**src/rtl/bist_pkg.sv**
```systemverilog
// rtl/bist_pkg.sv - shared state encoding and defaults for the UART self-test controller
package bist_pkg;

  typedef enum logic [1:0] {
    READY,
    BIST_ACTIVE,
    BIST_LOOP,
    BIST_DONE
  } bist_state_t;

  localparam int DEF_NUM_PATTERNS   = 256;
  localparam int DEF_TIMEOUT_CYCLES = 1023;

  // Counter must hold TIMEOUT_CYCLES itself, never narrower than 10 bits.
  function automatic int ctr_width(input int cycles);
    int w;
    w = $clog2(cycles + 1);
    return (w < 10) ? 10 : w;
  endfunction

endpackage

```
**src/rtl/bist_timeout_ctr.sv**
```systemverilog
// rtl/bist_timeout_ctr.sv - receive-wait watchdog for the self-test loop
module bist_timeout_ctr
  import bist_pkg::*;
#(
  parameter int TIMEOUT_CYCLES = DEF_TIMEOUT_CYCLES,
  parameter int CW             = ctr_width(DEF_TIMEOUT_CYCLES)
) (
  input  logic Clk,
  input  logic Rst,
  input  logic clear,
  input  logic enable,
  output logic expired
);

  logic [CW-1:0] cnt;

  always_ff @(posedge Clk or posedge Rst) begin
    if (Rst) begin
      cnt <= '0;
    end else if (clear) begin
      cnt <= '0;
    end else if (enable && (cnt != CW'(TIMEOUT_CYCLES))) begin
      cnt <= cnt + 1'b1;
    end
  end

  // Flags the edge on which this increment makes the count reach TIMEOUT_CYCLES.
  assign expired = enable && (cnt == CW'(TIMEOUT_CYCLES - 1));

endmodule

```
**src/rtl/bist_fsm.sv**
```systemverilog
// rtl/bist_fsm.sv - loopback self-test sequencer: sends byte k, checks the echo, flags errors
module bist_fsm
  import bist_pkg::*;
#(
  parameter int NUM_PATTERNS   = DEF_NUM_PATTERNS,
  parameter int TIMEOUT_CYCLES = DEF_TIMEOUT_CYCLES
) (
  input  logic       Clk,
  input  logic       Rst,
  input  logic       BIST_Start,
  input  logic       Data_Rdy,
  input  logic [7:0] Rx_Data_Out,
  output logic       BIST_Mode,
  output logic       BIST_Error,
  output logic [7:0] BIST_Tx_Data_Out,
  output logic       BIST_Tx_Start_Out,
  output logic       BIST_Busy
);

  localparam int CW = ctr_width(TIMEOUT_CYCLES);

  bist_state_t State, state_nxt;
  logic [8:0]  idx, idx_nxt;
  logic        err, err_nxt;
  logic        to_clear, to_en, to_expired;

  bist_timeout_ctr #(
    .TIMEOUT_CYCLES(TIMEOUT_CYCLES),
    .CW            (CW)
  ) u_timeout (
    .Clk    (Clk),
    .Rst    (Rst),
    .clear  (to_clear),
    .enable (to_en),
    .expired(to_expired)
  );

  always_ff @(posedge Clk or posedge Rst) begin
    if (Rst) begin
      State <= READY;
      idx   <= '0;
      err   <= 1'b0;
    end else begin
      State <= state_nxt;
      idx   <= idx_nxt;
      err   <= err_nxt;
    end
  end

  always_comb begin
    state_nxt = State;
    idx_nxt   = idx;
    err_nxt   = err;
    to_clear  = 1'b0;
    to_en     = 1'b0;
    case (State)
      READY: begin
        if (BIST_Start) begin
          err_nxt   = 1'b0;
          idx_nxt   = '0;
          state_nxt = BIST_ACTIVE;
        end
      end
      BIST_ACTIVE: begin
        to_clear  = 1'b1;
        state_nxt = BIST_LOOP;
      end
      BIST_LOOP: begin
        if (Data_Rdy) begin
          // A mismatch is recorded but the sweep continues to the last pattern.
          if (Rx_Data_Out != idx[7:0]) begin
            err_nxt = 1'b1;
          end
          if (idx == 9'(NUM_PATTERNS - 1)) begin
            state_nxt = BIST_DONE;
          end else begin
            idx_nxt   = idx + 9'd1;
            state_nxt = BIST_ACTIVE;
          end
        end else begin
          to_en = 1'b1;
          if (to_expired) begin
            err_nxt   = 1'b1;
            state_nxt = BIST_DONE;
          end
        end
      end
      BIST_DONE: begin
        state_nxt = READY;
      end
      default: begin
        state_nxt = READY;
      end
    endcase
  end

  assign BIST_Mode         = (State == BIST_ACTIVE) || (State == BIST_LOOP);
  assign BIST_Busy         = (State != READY);
  assign BIST_Tx_Start_Out = (State == BIST_ACTIVE);
  assign BIST_Tx_Data_Out  = (State != READY) ? idx[7:0] : 8'h00;
  assign BIST_Error        = err;

endmodule

```
**config.mk**
```make
export PLATFORM = sky130hd
export DESIGN_NAME = bist_fsm
export DESIGN_NICKNAME = d
export VERILOG_FILES = /design/src/rtl/bist_pkg.sv /design/src/rtl/bist_timeout_ctr.sv /design/src/rtl/bist_fsm.sv
export SDC_FILE = /design/constraint.sdc
export NUM_CORES = 1
export LEC_CHECK = 0
export ABC_AREA = 0
export BUFFER_PORTS_ARGS = -buffer_cell sky130_fd_sc_hd__buf_4
export CAP_MARGIN = 5
export CORE_ASPECT_RATIO = 0.75
export CORE_MARGIN = 10
export CORE_UTILIZATION = 42
export CTS_CLUSTER_DIAMETER = 50
export CTS_CLUSTER_SIZE = 28
export DETAILED_ROUTE_END_ITERATION = 6
export GPL_TIMING_DRIVEN = 0
export PLACE_DENSITY = 0.67
export SETUP_SLACK_MARGIN = 0.2
export SLEW_MARGIN = 20
export SYNTH_ARGS = -nofsm -noshare
export SYNTH_HDL_FRONTEND = slang
export SYNTH_SLANG_ARGS = --single-unit
```
**constraint.sdc**
```tcl
create_clock -name Clk -period 3.3 [get_ports Clk]
set_input_delay 0.165 -clock Clk [delete_from_list [all_inputs] [get_ports Clk]]
set_output_delay 0.165 -clock Clk [all_outputs]
set_load 0.005 [all_outputs]
```
# Word-level counts from Yosys, hierarchy flattened
# Index checks and enable logic that the tools add are counted.
# totals
reg_bits,22
latchBits,0
mem_bits_rw,0
mem_bits_ro,0
in_bits,12
output_inout_bits,12
elab_cells,48
mem_count,0
# classes
n_addsub,2
multipliers,0
div_mod_pow,0
n_lt_le_gt_ge,0
n_eq_ne,12
n_shift,0
muxes,20
bitwise_logic,0
n_reduce_logical,10
# op_table
operator,n
9-bit two-way mux,3
10-bit two-way mux,2
9-bit case mux with 2 select lines,1
10-bit by 1-bit adder with 10-bit output (second input constant),1
10-bit equality test (second input constant),1
10-bit != test (second input constant),1
9-bit by 1-bit adder with 9-bit output (second input constant),1
9-bit by 8-bit equality test with 1-bit output (second input constant),1
2-bit two-way mux,4
8-bit two-way mux,1
8-bit != test,1
2-bit case mux with 4 select lines,1
4-bit AND reduction,2
1-bit two-way mux,7
2-bit != test (second input constant),3
3-bit != test (second input constant),2
2-bit nonzero test,3
2-bit equality test (second input constant),2
2-bit by 1-bit equality test with 1-bit output (second input constant),1
1-bit logical AND,2
2-bit logical NOT,1
1-bit case mux with 2 select lines,1
2-bit AND reduction,1
1-bit logical OR,1

# Depth between registers and ports, before layout
# Gate-level depths: netlist of the first run.
# logic_depth
depth_word,6
mapped_depth,10
ltp_nobuf,10

# By module
# From an unflattened synthesis of the first run, not the netlist that was laid out.
# unflattened
hier_cells,161
area_unflattened_um2,1460.2
# by_module_without_submodules
module,instances,cells_each,area_each_um2,seq_area_each_um2
bist_fsm,1,100,853.3,300.3
bist_timeout_ctr,1,61,606.8,250.2

# Least setup slack after synthesis of the first run
# OpenSTA, ideal clock, no wires.
# synth_timing
path_type,reg2reg
start,reg idx[0]
end,reg idx[2]
setup_ps,123
arrival_time_ps,1827
required_ps,3177
setup_slack_ps,1350
path_stages_with_launch,11
path_buffers,0
period_less_slack_ps,1950
path_cell_list,dfrtp_1 > ha_1 > nand3_1 > or2_1 > nor2_1 > ha_1 > nor2b_1 > o21ai_1 > nor3b_1 > o21ai_0 > nand2_1
# synth_between
elab_chain_len,4
word_cells_on_any_way,7
classes_between,1 x add/sub; 2 x eq/ne; 3 x mux; 1 x reduce/logical
# synth_lines
element,line,text
start: declaration,bist_fsm.sv:23,"logic [8:0] idx, idx_nxt;"
start signal: assignment,bist_fsm.sv:45,idx <= idx_nxt;
9-bit by 1-bit adder with 9-bit output,bist_fsm.sv:77,idx_nxt = idx + 9'd1;
9-bit two-way mux,bist_fsm.sv:74,if (idx == 9'(NUM_PATTERNS - 1)) begin
9-bit two-way mux,bist_fsm.sv:69,if (Data_Rdy) begin
9-bit case mux with 2 select lines,bist_fsm.sv:56,case (State)
# Parallel ways exist; a longest one is shown, timed or not. The select of a mux whose other input is x is not followed.
# A chain may end at the register's enable or synchronous reset.

# Worst setup path in the final report of the first run
# Same ends and word-level chain as after synthesis.

==> results of run 1 <==
==> cell usage in the layout (no fill, tap or decap), types with 2 or more instances in the layout <==
cell      instances
a32o_1            2
ha_1              8
o21ai_0          14
and4_4            2
inv_1             8
nand2_1          20
nor2_1           11
and3_1            2
or2_1             2
buf_4            23
clkbuf_8          4
xnor2_1           5
dfrtp_1          22
or3_1             3
nor3_1            6
xor2_1            9
nand4_1           2
nor2b_1          10
nor3b_1           2
clkbuf_1          4
nand3_1           6
a21oi_1           7
==> worst max-delay path: stages (launching register included) <==
cell and delay [ns]:
dfrtp_1 0.46, ha_1 0.24, nand3_1 0.15, or2_1 0.29
nor2_1 0.14, ha_1 0.16, nor2b_1 0.05, o21ai_1 0.48
nor3b_1 0.12, o21ai_0 0.20, nand2_1 0.07
==> flip-flops by register name, indices dropped and copies added, names as in the netlist <==
name           flops
State              2
u_timeout.cnt     10
idx                9
BIST_Error         1
==> final cells by class <==
class                      count  area, um^2  share of cell area [%]
multi-input combinational    124         801                    47.3
clock buffer                   4        55.1                    3.25
inverter                       8        30.0                    1.77
buffer                         7        35.0                    2.07
tap                           40        50.0                    2.95
sequential                    22         551                    32.5
timing repair buffer          23         173                    10.2
==> per-stage QoR <==
stage | instance area [um^2] | worst slack (ns)
after floorplan | 1420 | 1.35
after global placement | 1640 | 1.01
after detailed placement | 1640 | 0.880
after CTS | 1690 | 0.862
after global routing | 1690 | 0.675
final | 1690 | 0.821
==> kinds of logic (layout without fill, tap and decap cells) <==
family                     count (synthesis)  in the layout  synth area share [%]
DFF                                       22             22                  38.9
AOI/OAI and AO/OA                         30             30                  14.1
xor gates and xnor gates                  14             14                  8.66
muxes                                      1              1                 0.707
adders and majority gates                  8              8                  7.07
buffers and inverters                     15             42                  4.59
and+or+nand+nor                           71             71                  26.0
==> worst min-delay path by stage <==
stage          from               end  slack [ns]  depth (start not counted)
3_5_place_dp    Rst          State[0]        0.38                          2
4_1_cts         Rst            idx[3]         0.1                          2
5_1_grt         Rst            idx[2]        0.15                          2
3_3_place_gp    Rst          State[0]        0.38                          2
2_1_floorplan   Rst        BIST_Error        0.15                          1
6_report        Rst  u_timeout.cnt[8]        0.06                          2
==> where the power goes <==
group          internal (mW)  switching [mW]  total, mW
logic                  0.165           0.233      0.398
registers              0.308          0.0461      0.354
clock network          0.106          0.0859      0.192
==> metal layers <==
layer	part of all wire [%]	GRT usage (%)	vias to the layer above
met5	0	0	-
met4	0.23	1.08	0
met3	3.7	3.59	2
met2	49	17.1	14
met1	47	12.7	558
li1	-	-	598
==> run summary, run 1 <==
status - finished, final reports clean
top_reg_cell synth - dfrtp_1
Syn Area/Cell - 8.80 um^2
Hold WC Path Type - primary input to async pin
number of global-route vias before repair - 1,185
Setup TNS Final - 0 ns
post_cts resized - 0
I/O Pins - 24
RSZ-0062 raised after global routing - false
sequential area share after synthesis - 38.9%
Synth cell types - 36
clock tree buffer depth - 2
Die H - 70.3 um
Vias - 1,172
RR Startpoint - idx[0]
reg-to-reg endpoint - idx[2]
DP Cell Count - 224
DR WL/cell - 13.5 um
CP startpoint - idx[0]
Slew @ Worst Pin - 0.824 ns
Setup Skew - 0.00363 ns
synth warn - 0
Chip Width - 87.1 um
Area Growth Syn to Fin - 19.6%
reg2reg path depth - 10
DRC - 0
worst reg-to-reg setup slack - 0.82 ns
Final nets - 209
Setup crit end kind - flop
Max Slew Vio Count - 0
non-filler cells, final - 228
Starting Density - 43.4%
async set-or-reset flop fraction in the synthesized netlist - 100%
most area-consuming cells after synthesis - dfrtp_1 (39%), ha_1 (7.1%), xor2_1 (5.6%), nand2_1 (5.3%), o21ai_0 (4.9%)
H-Tree Depth - 1
most frequent cell after synthesis - dfrtp_1
Post-DP HPWL - 2.40 mm
final setup fails - 0
area fraction of the dominant cell type after synthesis - 38.9%
CP Class - flop to flop
Final min period - 2.48 ns
worst endpoint required time - 3.45 ns
core area - 3270 um^2
final worst-path cycle share - 75.1%
Syn Nets - 181
startpoint types - flop
Critical Path AT - 2.63 ns
Leakage Power - 0.762 nW
#FFs+latches synth - 22
Die ar. - 6120 um^2
DRT iter0 DRCs - 52
antenna fix cells - 0
Vias/cell - 5.14
CTS root buf - clkbuf_8
initial antenna violation count - 0
fill cell count - 298
largest net degree at the start of global routing - 23
CTS tree - built
# rows - 18
EDFF count, synth - 0
remaining antenna violation count after routing - 0
Power Total - 0.944 mW
CTS Buf Count - 3
cells after synthesis - 161
setup bufs post-CTS - 0
Commonest cells post-synth - dfrtp_1 (22), nand2_1 (20), o21ai_0 (14), nor2_1 (11), nor2b_1 (10)
CTS sink count - 22
crit path to - idx[2]
GPL Wtd Cong - 0.799
Cell Pwr Density - 557 nW/um^2
WHS - 0.0645 ns
Peak VDD IR - 398 uV
routed wire length - 3.07 mm
hold buffer count at cts - 0
max_cap viols - 0
clk_lat worst skew - 0.26 ns
CP max FO - 7
count of input and output buffers - 23
total track usage - 10.3%
Yosys top cell by area - dfrtp_1
DR pass1 iterations - 4
Cell Area, Synth - 1420 um^2
fmax - 403 MHz
share of layout cells above drive strength 1 - 18.1%
final design utilization - 51.9%
final hold violation count - 0
first-pass GRT wire length - 5.29 mm
Rel. slew slack - 45.0%
Remaining Overflow, GRT - 0
Worst-path clk slew - 0.08 ns
Note: power is estimated with default switching activity, not from simulation.
==> run 2: changes to the inputs <==
--- a/config.mk
+++ b/config.mk
@@ -15,7 +15,7 @@
 export CTS_CLUSTER_SIZE = 28
 export DETAILED_ROUTE_END_ITERATION = 6
 export GPL_TIMING_DRIVEN = 0
-export PLACE_DENSITY = 0.67
+export PLACE_DENSITY = 0.69
 export SETUP_SLACK_MARGIN = 0.2
 export SLEW_MARGIN = 20
 export SYNTH_ARGS = -nofsm -noshare
==> constraint.sdc (replaced) <==
create_clock -name Clk -period 2.02 [get_ports Clk]
set_input_delay 0.101 -clock Clk [delete_from_list [all_inputs] [get_ports Clk]]
set_output_delay 0.101 -clock Clk [all_outputs]
set_load 0.005 [all_outputs]
==> run 2 against run 1 <==
  * Via count grew 10%
  * Core utilization grew 6.2 points
  * Register-to-register slack lost 0.75 ns
  * First-iteration DRC count grew 81%
  * Combinational power grew 130%
  * Clock skew shrank 0.0015 ns
  * Non-clock buffer count grew 14
  * Sequential share of layout area shrank 3.5 points
  * Hold slack lost 0.059 ns
  * Clock power grew 66%
==> run summary, run 2 (synthesis gave the netlist of run 1 again) <==
status - finished, final reports clean
Remaining Overflow, GRT - 0
max_cap viols - 0
worst endpoint required time - 2.17 ns
reg2reg path depth - 11
clk_lat worst skew - 0.26 ns
Power Total - 1.82 mW
I/O Pins - 24
commonest non-fill, non-tap cells in the layout - buf_4 (36), dfrtp_1 (22), nand2_1 (20)
Setup Skew - 0.00217 ns
antenna fix cells - 0
H-Tree Depth - 1
startpoint types - flop
Max Slew Vio Count - 0
# rows - 18
P_int - 1.11 mW
DRC - 0
share of layout cells above drive strength 1 - 34.0%
Rel. slew slack - 44.2%
DRT iter0 DRCs - 94
largest net degree at the start of global routing - 23
Vias - 1,293
Die ar. - 6120 um^2
Post-DP HPWL - 2.49 mm
Peak VDD IR - 722 uV
final worst-path cycle share - 96.5%
fmax - 513 MHz
final setup fails - 0
clock tree buffer depth - 2
Worst-path clk slew - 0.08 ns
GPL Wtd Cong - 0.826
Cell Pwr Density - 957 nW/um^2
total track usage - 11.2%
Setup crit end kind - flop
DR WL/cell - 14.7 um
Final min period - 1.95 ns
CTS sink count - 22
Die H - 70.3 um
switch share - 38.9%
CTS root buf - clkbuf_8
Slew @ Worst Pin - 0.836 ns
Largest register FFs - 10
DR pass1 iterations - 4
CTS tree - built
Critical Path AT - 2.10 ns
core area - 3270 um^2
largest reg by FF count - u_timeout.cnt
Chip Width - 87.1 um
Leakage Power - 0.847 nW
NetSw - 0.707 mW
initial antenna violation count - 0
Final nets - 224
worst reg-to-reg setup slack - 0.07 ns
number of global-route vias before repair - 1,237
remaining antenna violation count after routing - 0
CP max FO - 4
most common cell after layout, fill and taps aside - buf_4
count of input and output buffers - 23
CP Class - flop to flop
reg-to-reg endpoint - idx[6]
Setup TNS Final - 0 ns
Area Growth Syn to Fin - 33.9%
Reg power frac - 31.3%
routed wire length - 3.57 mm
clock group share of total power - 17.5%
Largest regs - u_timeout.cnt x10, idx x9, State x2
Vias/cell - 5.32
final hold violation count - 0
hold buffer count at cts - 0
RSZ-0062 raised after global routing - true
combinational share of power - 51.1%
Hold WC Path Type - primary input to async pin
RR Startpoint - idx[1]
CTS Buf Count - 3
first-pass GRT wire length - 5.80 mm
Starting Density - 43.4%
## run 2: changes by cell type in the layout (fill, tap and decap cells not counted), sizes merged
cell	previous run	this run
clkinvlp	0	1
o21ai	16	17
inv	8	7
clkbuf	9	8
buf	25	40
## run 2: timing repair
item                                    CTS  global route
gates cloned                              1             0
buffers inserted                          8             6
pin swaps                                10            13
endpoints found under the setup margin   14            30
resized for setup                        12            17
## run 2: power groups by stage
| stage | Sequential, mW | Clock, mW | Combinational [mW] |
|---|---|---|---|
| 2_1_floorplan | 0.567 | 0 | 0.445 |
| 3_3_place_gp | 0.577 | 0 | 0.658 |
| 3_5_place_dp | 0.582 | 0 | 0.683 |
| 4_1_cts | 0.560 | 0.322 | 0.804 |
| 5_1_grt | 0.580 | 0.344 | 1.03 |
| 6_report | 0.569 | 0.318 | 0.928 |
## run 2: metrics by stage
stage	area, um^2	setup slack (ns)	hold WS, ns	utilization [%]	cells
floorplan	1430	0.199	0.0902	-	161
global placement	1650	-0.0818	0.324	50.6	224
detailed placement	1650	-0.134	0.324	50.6	224
CTS	1800	0.117	0.0387	55.1	237
global route	1900	-0.0675	0.0674	58.1	243
finish	1900	0.0699	0.00596	58.1	243
## run 2: area by class of cell
class | instances | area (um^2)
plain buffers | 7 | 38.8
clock buffers | 4 | 55.1
fillers | 281 | 1370
inverters | 8 | 33.8
multi-input cells | 125 | 887
flip-flops and latches | 22 | 551
well taps | 40 | 50.0
repair buffers | 37 | 282
## run 2: worst max path at each step
stage	startpoint	depth (start not counted)	to	slack, ns
after floorplan	idx[1]	9	idx[1]	0.20
after global placement	idx[0]	10	idx[4]	-0.08
after detailed placement	idx[0]	10	idx[6]	-0.13
after CTS	idx[0]	11	idx[3]	0.12
after global routing	idx[0]	11	idx[7]	-0.07
final	idx[1]	11	idx[6]	0.07
## run 2: critical path, stage by stage (launching register included)
cell	delay [ns]
dfrtp_1	0.37
ha_2	0.20
nand3_2	0.09
or2_1	0.25
nor2_2	0.10
ha_2	0.18
nor2b_2	0.05
o21ai_2	0.17
buf_6	0.13
nor3_2	0.03
a21oi_1	0.16
o21ai_1	0.10
## run 2: per-layer routing
metal  global-route usage [%]  wire length, um
met1                     14.5             1640
met3                     3.13              155
met2                     18.0             1730
met5                        0                0
met4                     1.97               49
==> run 3: changes to the inputs <==
--- a/config.mk
+++ b/config.mk
@@ -15,7 +15,7 @@
 export CTS_CLUSTER_SIZE = 28
 export DETAILED_ROUTE_END_ITERATION = 6
 export GPL_TIMING_DRIVEN = 0
-export PLACE_DENSITY = 0.69
+export PLACE_DENSITY = 0.67
 export SETUP_SLACK_MARGIN = 0.2
 export SLEW_MARGIN = 20
 export SYNTH_ARGS = -nofsm -noshare
==> constraint.sdc (replaced) <==
create_clock -name Clk -period 1.89 [get_ports Clk]
set_input_delay 0.0945 -clock Clk [delete_from_list [all_inputs] [get_ports Clk]]
set_output_delay 0.0945 -clock Clk [all_outputs]
set_load 0.005 [all_outputs]
==> run 3 against run 2 <==
  * Clock power is 9.4% higher
  * Sequential cell count is the same
  * Count of clock-buffer cells in the layout stayed put
  * Sequential power grew 6.5%
  * Maximum frequency is 6.8% higher
  * Register-to-register slack hardly changed
  * Critical path depth is the same
  * Setup slack got worse by 0.0066 ns
  * Largest cell class unchanged
  * Largest power group unchanged
==> run summary, run 3 (synthesis gave the netlist of run 1 again) <==
DP Cell Count - 224
Die ar. - 6120 um^2
combinational share of power - 55.6%
Area Growth Syn to Fin - 44.4%
routed wire length - 3.78 mm
most common cell after layout, fill and taps aside - buf_4
largest reg by FF count - u_timeout.cnt
# rows - 18
DR WL/cell - 15.1 um
status - finished, final reports clean
Peak VDD IR - 765 uV
CP Class - flop to flop
Max Slew Vio Count - 0
GPL Wtd Cong - 0.798
Setup crit end kind - flop
Sequential cell area - 552 um^2
WHS - 0.0106 ns
Multi-input gate area - 976 um^2
Power Total - 2.15 mW
fill cell count - 267
count of input and output buffers - 23
first-pass GRT wire length - 6.00 mm
remaining antenna violation count after routing - 0
final design utilization - 62.6%
Post-DP HPWL - 2.44 mm
non-filler cells, final - 250
Leakage Power - 0.900 nW
final setup fails - 0
reg2reg path depth - 11
Chip Width - 87.1 um
CTS tree - built
RR Startpoint - idx[1]
Final min period - 1.83 ns
worst reg-to-reg setup slack - 0.06 ns
reg-to-reg endpoint - idx[7]
number of global-route vias before repair - 1,277
H-Tree Depth - 1
Rel. slew slack - 41.1%
CTS root buf - clkbuf_8
max_cap viols - 0
Vias - 1,340
clock tree buffer depth - 2
clock group share of total power - 16.2%
total track usage - 11.9%
Setup TNS Final - 0 ns
initial antenna violation count - 0
RSZ-0062 raised after global routing - true
CTS Buf Count - 3
DRC - 0
clk_lat worst skew - 0.27 ns
share of layout cells above drive strength 1 - 41.0%
DR pass1 iterations - 4
Remaining Overflow, GRT - 0
hold buffer count at cts - 0
antenna fix cells - 0
Setup Skew - 0.00648 ns
commonest non-fill, non-tap cells in the layout - buf_4 (43), dfrtp_1 (21), nand2_1 (19)
Largest regs - u_timeout.cnt x10, idx x9, State x2
largest net degree at the start of global routing - 23
Cell Pwr Density - 1050 nW/um^2
P_int - 1.30 mW
Final nets - 231
core area - 3270 um^2
Hold WC Path Type - primary input to async pin
switch share - 39.3%
NetSw - 0.844 mW
final hold violation count - 0
I/O Pins - 24
Critical Path AT - 1.98 ns
Slew @ Worst Pin - 0.882 ns
CP max FO - 7
DRT iter0 DRCs - 59
startpoint types - flop
CTS sink count - 22
Largest register FFs - 10
Starting Density - 43.4%
Vias/cell - 5.36
Die H - 70.3 um
fmax - 547 MHz
Worst-path clk slew - 0.08 ns
Reg power frac - 28.2%
final worst-path cycle share - 96.7%
worst endpoint required time - 2.04 ns
run 3: per-stage QoR:
stage          setup slack [ns]  area, um^2
6_report                 0.0633        2050
5_1_grt                 -0.0665        2050
4_1_cts                 0.00121        1870
3_5_place_dp             -0.252        1660
3_3_place_gp             -0.213        1660
2_1_floorplan            0.0810        1440
run 3: worst max-delay path by stage:
stage | start | to
global route | idx[1] | idx[7]
floorplan | idx[0] | idx[4]
detailed placement | idx[0] | idx[7]
finish | idx[1] | idx[7]
CTS | idx[0] | idx[7]
global placement | idx[0] | idx[6]
run 3: repair_timing:
item	in CTS	in global routing
setup endpoints to repair	30	30
gates cloned	0	1
pin swaps	15	16
buffers inserted	13	8
gates resized for setup	20	28
run 3: area by class of cell:
class,instances,share of cell area [%]
timing repair buffer,44,16.5
sequential,22,27.0
buffer,7,2.02
tap,40,2.45
clock buffer,4,2.69
inverter,8,1.65
multi-input combinational,125,47.7
run 3: layer usage:
metal / wire length (um) / track usage (%) / up-vias
li1: - / - / 650
met1: 1600 / 14.3 / 657
met2: 1900 / 20.1 / 27
met3: 223 / 2.67 / 6
met4: 59 / 3.77 / 0
met5: 0 / 0 / -
run 3: power groups by stage:
| stage | combinational (mW) | sequential [mW] | clock [mW] |
|---|---|---|---|
| 2_1_floorplan | 0.476 | 0.607 | 0 |
| 3_3_place_gp | 0.711 | 0.621 | 0 |
| 3_5_place_dp | 0.736 | 0.625 | 0 |
| 4_1_cts | 0.932 | 0.596 | 0.344 |
| 5_1_grt | 1.32 | 0.615 | 0.368 |
| 6_report | 1.19 | 0.606 | 0.348 |
run 3: critical path, stage by stage (launching register included):
cell	delay [ns]
dfrtp_1	0.40
ha_4	0.16
nand3_4	0.07
or2_4	0.25
nor2_4	0.11
ha_4	0.14
nor2b_2	0.04
o21ai_2	0.12
buf_6	0.15
nor2_2	0.04
mux2i_1	0.14
o21ai_1	0.08
